`src/rtl/fibo_bcd_display_pkg.sv`:
```
// Shared types, constants and helpers for the Fibonacci BCD display block.
package fibo_pkg;

  localparam int BIN_W      = 16;
  localparam int BCD_DIGITS = 5;
  localparam int BCD_W      = 4 * BCD_DIGITS;

  // All segments off, in each drive polarity.
  localparam logic [6:0] SEG_BLANK_AH = 7'h00;
  localparam logic [6:0] SEG_BLANK_AL = 7'h7F;

  typedef enum logic [1:0] {
    ST_IDLE    = 2'd0,
    ST_CONVERT = 2'd1
  } state_e;

  // Active-high segment pattern for a decimal digit (bit0 = a .. bit6 = g).
  // Codes 10-15 cannot come out of the converter and show as blank.
  function automatic logic [6:0] seg_lut(input logic [3:0] digit);
    logic [6:0] seg;
    case (digit)
      4'd0:    seg = 7'h3F;
      4'd1:    seg = 7'h06;
      4'd2:    seg = 7'h5B;
      4'd3:    seg = 7'h4F;
      4'd4:    seg = 7'h66;
      4'd5:    seg = 7'h6D;
      4'd6:    seg = 7'h7D;
      4'd7:    seg = 7'h07;
      4'd8:    seg = 7'h7F;
      4'd9:    seg = 7'h6F;
      default: seg = SEG_BLANK_AH;
    endcase
    return seg;
  endfunction

  // Double-dabble pre-shift correction: add 3 to every nibble >= 5.
  // A 4-bit add is enough because a corrected nibble never exceeds 12.
  function automatic logic [BCD_W-1:0] dd_adjust(input logic [BCD_W-1:0] scratch);
    logic [BCD_W-1:0] res;
    logic [3:0]       nib;
    res = scratch;
    for (int i = 0; i < BCD_DIGITS; i++) begin
      nib = scratch[4*i +: 4];
      if (nib >= 4'd5) begin
        res[4*i +: 4] = nib + 4'd3;
      end else begin
        res[4*i +: 4] = nib;
      end
    end
    return res;
  endfunction

endpackage

```
`src/rtl/fibo_bcd_display_seg7.sv`:
```
// One seven-segment digit decoder with blanking and selectable drive polarity.
module seg7_decode
  import fibo_pkg::*;
#(
  parameter int SEG_ACTIVE_LOW = 1
) (
  input  logic [3:0] digit_i,
  input  logic       blank_i,
  output logic [6:0] seg_o
);

  logic [6:0] seg_ah_s;

  // Select the active-high pattern, then apply the board's pin polarity.
  always_comb begin
    seg_ah_s = SEG_BLANK_AH;
    if (blank_i) begin
      seg_ah_s = SEG_BLANK_AH;
    end else begin
      seg_ah_s = seg_lut(digit_i);
    end
    if (SEG_ACTIVE_LOW != 0) begin
      seg_o = ~seg_ah_s;
    end else begin
      seg_o = seg_ah_s;
    end
  end

endmodule

```
`src/rtl/fibo_bcd_display.sv`:
```
// Captures a 16-bit Fibonacci result, converts it to five BCD digits with a
// sequential double-dabble datapath and drives five seven-segment digits.
module fibo_bcd_display
  import fibo_pkg::*;
#(
  parameter int BLANK_LZ       = 1,
  parameter int SEG_ACTIVE_LOW = 1
) (
  input  logic             clk,
  input  logic             reset_n,
  input  logic             bin_valid,
  input  logic [BIN_W-1:0] bin_in,
  output logic             busy,
  output logic             bcd_valid,
  output logic [BCD_W-1:0] bcd_out,
  output logic             overrun,
  output logic [6:0]       hex0,
  output logic [6:0]       hex1,
  output logic [6:0]       hex2,
  output logic [6:0]       hex3,
  output logic [6:0]       hex4
);

  localparam logic [4:0] LAST_ITER = 5'(BIN_W - 1);

  state_e           state_q,     state_d;
  logic [BIN_W-1:0] bin_q,       bin_d;
  logic [BCD_W-1:0] scratch_q,   scratch_d;
  logic [4:0]       count_q,     count_d;
  logic [BCD_W-1:0] bcd_out_q,   bcd_out_d;
  logic             bcd_valid_q, bcd_valid_d;
  logic             overrun_q,   overrun_d;
  logic             busy_q,      busy_d;

  logic [BCD_W-1:0] adj_s;
  logic [BCD_DIGITS-1:0] blank_s;
  logic [6:0]       seg_s [BCD_DIGITS];

  // State and datapath registers; reset abandons any conversion in flight.
  always_ff @(posedge clk or negedge reset_n) begin
    if (!reset_n) begin
      state_q     <= ST_IDLE;
      bin_q       <= '0;
      scratch_q   <= '0;
      count_q     <= 5'd0;
      bcd_out_q   <= '0;
      bcd_valid_q <= 1'b0;
      overrun_q   <= 1'b0;
      busy_q      <= 1'b0;
    end else begin
      state_q     <= state_d;
      bin_q       <= bin_d;
      scratch_q   <= scratch_d;
      count_q     <= count_d;
      bcd_out_q   <= bcd_out_d;
      bcd_valid_q <= bcd_valid_d;
      overrun_q   <= overrun_d;
      busy_q      <= busy_d;
    end
  end

  // Next state: capture in IDLE, one adjust+shift per edge in CONVERT.
  always_comb begin
    state_d     = state_q;
    bin_d       = bin_q;
    scratch_d   = scratch_q;
    count_d     = count_q;
    bcd_out_d   = bcd_out_q;
    bcd_valid_d = 1'b0;
    overrun_d   = 1'b0;
    adj_s       = dd_adjust(scratch_q);
    case (state_q)
      ST_IDLE: begin
        if (bin_valid) begin
          bin_d     = bin_in;
          scratch_d = '0;
          count_d   = 5'd0;
          state_d   = ST_CONVERT;
        end else begin
          state_d   = ST_IDLE;
        end
      end
      ST_CONVERT: begin
        // A new value cannot be taken while converting; flag the drop.
        overrun_d            = bin_valid;
        {scratch_d, bin_d}   = {adj_s[BCD_W-2:0], bin_q, 1'b0};
        count_d              = count_q + 5'd1;
        if (count_q == LAST_ITER) begin
          bcd_out_d   = {adj_s[BCD_W-2:0], bin_q[BIN_W-1]};
          bcd_valid_d = 1'b1;
          state_d     = ST_IDLE;
        end else begin
          state_d     = ST_CONVERT;
        end
      end
      default: begin
        state_d = ST_IDLE;
      end
    endcase
    busy_d = (state_d == ST_CONVERT);
  end

  // Leading-zero blanking: digit k >= 1 blanks when it and all higher digits are zero.
  always_comb begin
    logic zero_above;
    zero_above = 1'b1;
    blank_s    = '0;
    for (int k = BCD_DIGITS - 1; k >= 1; k--) begin
      zero_above = zero_above && (bcd_out_q[4*k +: 4] == 4'd0);
      blank_s[k] = (BLANK_LZ != 0) && zero_above;
    end
    blank_s[0] = 1'b0;
  end

  for (genvar g = 0; g < BCD_DIGITS; g++) begin : g_digit
    seg7_decode #(
      .SEG_ACTIVE_LOW(SEG_ACTIVE_LOW)
    ) u_seg (
      .digit_i(bcd_out_q[4*g +: 4]),
      .blank_i(blank_s[g]),
      .seg_o  (seg_s[g])
    );
  end

  assign busy      = busy_q;
  assign bcd_valid = bcd_valid_q;
  assign bcd_out   = bcd_out_q;
  assign overrun   = overrun_q;
  assign hex0      = seg_s[0];
  assign hex1      = seg_s[1];
  assign hex2      = seg_s[2];
  assign hex3      = seg_s[3];
  assign hex4      = seg_s[4];

endmodule
```
`config.mk`:
```
export PLATFORM = sky130hd
export DESIGN_NAME = fibo_bcd_display
export DESIGN_NICKNAME = d
export VERILOG_FILES = /design/src/rtl/fibo_bcd_display_pkg.sv /design/src/rtl/fibo_bcd_display_seg7.sv /design/src/rtl/fibo_bcd_display.sv
export SDC_FILE = /design/constraint.sdc
export NUM_CORES = 1
export LEC_CHECK = 0
export CORE_UTILIZATION = 39
export CTS_BUF_LIST = sky130_fd_sc_hd__clkbuf_16
export DETAILED_ROUTE_END_ITERATION = 10
export PLACE_DENSITY = 0.66
export SYNTH_ARGS = -nofsm -noshare
export SYNTH_HDL_FRONTEND = slang
export SYNTH_SLANG_ARGS = --single-unit
```
`constraint.sdc`:
```
create_clock -name clk -period 2.3 [get_ports clk]
set_input_delay 0.46 -clock clk [delete_from_list [all_inputs] [get_ports clk]]
set_output_delay 0.46 -clock clk [all_outputs]
set_load 0.03 [all_outputs]
```
==> summary.log <==
qor: run_status.run_status finished, violations left
qor: run_status.violations setup timing
qor: detailed_routing.first_iter_violations 165
qor: detailed_routing.antenna_violating_nets_post_route 0
qor: setup_path.crit_buf_inv 3
qor: timing.max_slew.worst_pin.slew 0.576 ns
qor: synthesis.synth_seq_cells 64
qor: synthesis.post_synth_instance_area 4080 um^2
qor: detailed_routing.vias_per_cell 4.99
qor: synthesis.post-synth-top-count-cell sky130_fd_sc_hd__dfrtp_1
qor: grt.grt_util_all_layers 0.171
qor: timing.hold-worst-slack 0.129 ns
qor: clock_tree.tritoncts_num_sinks 64
qor: clock_tree.worstSkewPairLatency 0.32 ns
qor: synthesis.top_post_synthesis_cells_by_area sky130_fd_sc_hd__dfrtp_1, sky130_fd_sc_hd__ha_1, sky130_fd_sc_hd__mux2i_1
qor: clock_tree.ctsLongestPathBuffers 2
qor: clock_tree.cts-root-buf sky130_fd_sc_hd__clkbuf_16
qor: detailed_routing.drt_drc_violations_left 0
qor: timing.hold_viol_final 0
qor: cells_and_area.postLayoutCoreUtil 0.556
qor: timing.slew_headroom 0.615
qor: cells_and_area.antenna_diode_count 0
qor: setup_path.worst_path_max_delay_cell sky130_fd_sc_hd__dfrtp_1
qor: synthesis.yosys_warnings 0
qor: floorplanning.placeableCoreArea 9950 um^2
qor: setup_path.timing.critical_path.max_delay_family buffers and inverters
qor: clock_tree.clk_pin_slew_worst_paths 0.05 ns
qor: setup_path.timing.critical_path.required 1.84 ns
qor: job.maxCapViolations 0
qor: grt.grt_first_pass_wirelength 15,300 um
qor: timing.grt_setup_unrepaired yes
qor: clock_tree.hold_buffer_count_at_cts 0
qor: synthesis.postSynth.asyncResetShare 1.00
qor: setup_path.setup.worst_path.end_class primary output
qor: timing.setup_viol 5
qor: synthesis.synth_cell_types 44
qor: setup_path.critPathKind reg -> out
qor: synthesis.synth-seq-area-share 0.393
qor: clock_tree.htree_levels 3
qor: grt.grt_overflow_total 0
qor: clock_tree.tritoncts done
qor: detailed_routing.vias 3,382
qor: cells_and_area.area_delta_synth_final 35.7%
qor: synthesis.synth-edff-count 0
qor: timing.fin_crit 2.34 ns
qor: synthesis.synth.avg_cell_area 9.13 um^2
qor: synthesis.ys_dominant_reg_cell sky130_fd_sc_hd__dfrtp_1
qor: hold_path.min_path_type in -> async
qor: cells_and_area.nFillCells 878
qor: grt.grt_max_degree 65
qor: cells_and_area.post_route_cells_drive_above_1_share 0.209
qor: grt.grt_pass1_vias 3,298
qor: timing.timing.final.max_slew_violations 0
qor: timing.fin_ws -0.0389 ns
qor: placement.dp_hpwl 6050 um
qor: synthesis.synth_area_leader_cell sky130_fd_sc_hd__dfrtp_1
qor: placement.rd_place_congestion 0.798
qor: setup_path.path_cells inv_2 -> ha_4 -> nor3b_4 -> buf_4 -> nand3_4 -> o22ai_2 -> buf_6
qor: synthesis.synth_commonest_cells sky130_fd_sc_hd__dfrtp_1, sky130_fd_sc_hd__nand2_1, sky130_fd_sc_hd__o21ai_0
qor: floorplanning.die_y 104 um
qor: synthesis.synth_nets 503
qor: synthesis.synth.top_cell.area_share 0.393
qor: floorplanning.ios 77
qor: floorplanning.initial_utilization 0.410
qor: detailed_routing.routed_wirelength 8790 um
qor: setup_path.critical_path.max_fanout 7
qor: detailed_routing.first_pass_iters 4
qor: timing.post-route-period-util 1.02
qor: grt.grt_antenna_before_repair 0
qor: placement.placement.io_buffers 76
qor: setup_path.critical_path.startpoint_type flop
qor: timing.finClkSkew 0.00616 ns
qor: floorplanning.fp.dieArea 10,900 um^2
qor: floorplanning.placement_rows 36
qor: detailed_routing.per_cell_routed_wire_length 13.0 um
qor: synthesis.cells_after_synthesis 447
qor: floorplanning.die_w 104 um
qor: timing.max_clock_freq 428 MHz
qor: setup_path.critical_path_arrival 1.88 ns
qor: timing.fin_tns_setup -0.0799 ns
qor: setup_path.critical_path.max_stage_delay 0.40 ns
qor: cells_and_area.layout.nets 597
qor: clock_tree.cts_made_buffers 9
-- per-stage QoR --
step	cells	cell area (um^2)	setup slack, ns
global route	678	5530	-0.126
detailed placement	650	5010	0.0776
global placement	650	5010	0.146
CTS	676	5480	-0.0416
finish	678	5530	-0.0389
floorplan	447	4120	-0.0152
-- worst register-to-register path, delay by kind of cell (launching register included) --
family        cells  cell delay [ns]
mux               1             0.41
buf+inv           1             0.43
simple gates      2             0.23
flops             1             0.39
fa+ha+maj         2             0.35
-- sequential cells by signal, summed over array words and instances (netlist names) --
name and cells:
bcd_valid 1, count_q 5, busy 1, overrun 1
bin_q 16, bcd_out 20, scratch_q 20
-- placed cells by master, fill, tap and decap left out, types with 2 or more instances in the layout --
cell type,count
sky130_fd_sc_hd__clkdlybuf4s50_1,40
sky130_fd_sc_hd__inv_2,4
sky130_fd_sc_hd__xnor2_1,7
sky130_fd_sc_hd__nand2_1,51
sky130_fd_sc_hd__xor2_1,2
sky130_fd_sc_hd__nor3_1,6
sky130_fd_sc_hd__o21ai_1,3
sky130_fd_sc_hd__clkbuf_2,3
sky130_fd_sc_hd__a22oi_1,2
sky130_fd_sc_hd__dfrtp_1,62
sky130_fd_sc_hd__a22o_1,2
sky130_fd_sc_hd__dlygate4sd2_1,9
sky130_fd_sc_hd__a21o_1,10
sky130_fd_sc_hd__mux2i_1,31
sky130_fd_sc_hd__inv_1,29
sky130_fd_sc_hd__or2_2,2
sky130_fd_sc_hd__a31oi_4,2
sky130_fd_sc_hd__and2_1,2
sky130_fd_sc_hd__ha_1,32
sky130_fd_sc_hd__dfrtp_2,2
sky130_fd_sc_hd__nor3b_1,14
sky130_fd_sc_hd__buf_6,10
sky130_fd_sc_hd__buf_4,42
sky130_fd_sc_hd__nor2b_2,2
sky130_fd_sc_hd__nand2b_1,13
sky130_fd_sc_hd__o22ai_1,4
sky130_fd_sc_hd__o31ai_1,2
sky130_fd_sc_hd__clkbuf_16,9
sky130_fd_sc_hd__o21ai_0,44
sky130_fd_sc_hd__mux2_2,10
sky130_fd_sc_hd__a31oi_1,3
sky130_fd_sc_hd__ha_2,2
sky130_fd_sc_hd__nor2_1,26
sky130_fd_sc_hd__o21a_1,2
sky130_fd_sc_hd__nor3_2,3
sky130_fd_sc_hd__a21oi_2,3
sky130_fd_sc_hd__a21oi_1,27
sky130_fd_sc_hd__clkinv_1,2
sky130_fd_sc_hd__ha_4,3
-- metal layers --
metal,wire length [um],track usage,vias up
li1,-,-,1716
met5,0,0,-
met4,101,0.0592,0
met2,4400,0.298,71
met3,257,0.0213,10
met1,4040,0.217,1585
-- what timing repair did --
action,CTS,global route
pin swaps,10,7
gates resized for setup,41,21
endpoints found under the setup margin,32,21
setup buffers,11,2
-- logic make-up (layout without fill, tap and decap cells) --
logic type | count (synthesis) | after routing | share of synthesized area
AOI/OAI and AO/OA | 110 | 110 | 0.152
xor gates and xnor gates | 9 | 9 | 0.0193
adders and majority gates | 37 | 37 | 0.113
muxes | 41 | 41 | 0.104
buffers and inverters | 55 | 153 | 0.0561
and+or+nand+nor | 131 | 131 | 0.162
DFF | 64 | 64 | 0.393
-- area by class of cell --
class | instances | area, um^2 | share of cell area
clock buffers | 9 | 225 | 0.0407
flip-flops and latches | 64 | 1600 | 0.290
well taps | 133 | 166 | 0.0301
repair buffers | 106 | 947 | 0.171
multi-input cells | 328 | 2420 | 0.437
clock inverters | 6 | 53.8 | 0.00972
inverters | 32 | 120 | 0.0217
-- path summary, 6_finish.rpt --
check                                       start                      end  slack [ns]  cells after the start
max                        bcd_out[8]$_DFFE_PN0P_                  hex1[4]       -0.04                      7
min                                       reset_n    bin_q[14]$_DFFE_PN0P_        0.13                      2
max reg2reg                count_q[0]$_DFFE_PN0P_  bcd_out[17]$_DFFE_PN0P_        0.38                      6
min reg2reg                  bin_q[9]$_DFFE_PN0P_    bin_q[10]$_DFFE_PN0P_        0.48                      2
max in group asynchronous                 reset_n  bcd_out[19]$_DFFE_PN0P_        1.87                      2
min in group clk             bin_q[9]$_DFFE_PN0P_    bin_q[10]$_DFFE_PN0P_        0.48                      2
Power is left out: the tool's default activity adds up to more than one toggle a clock period on the data nets, which glitch-free logic cannot reach.
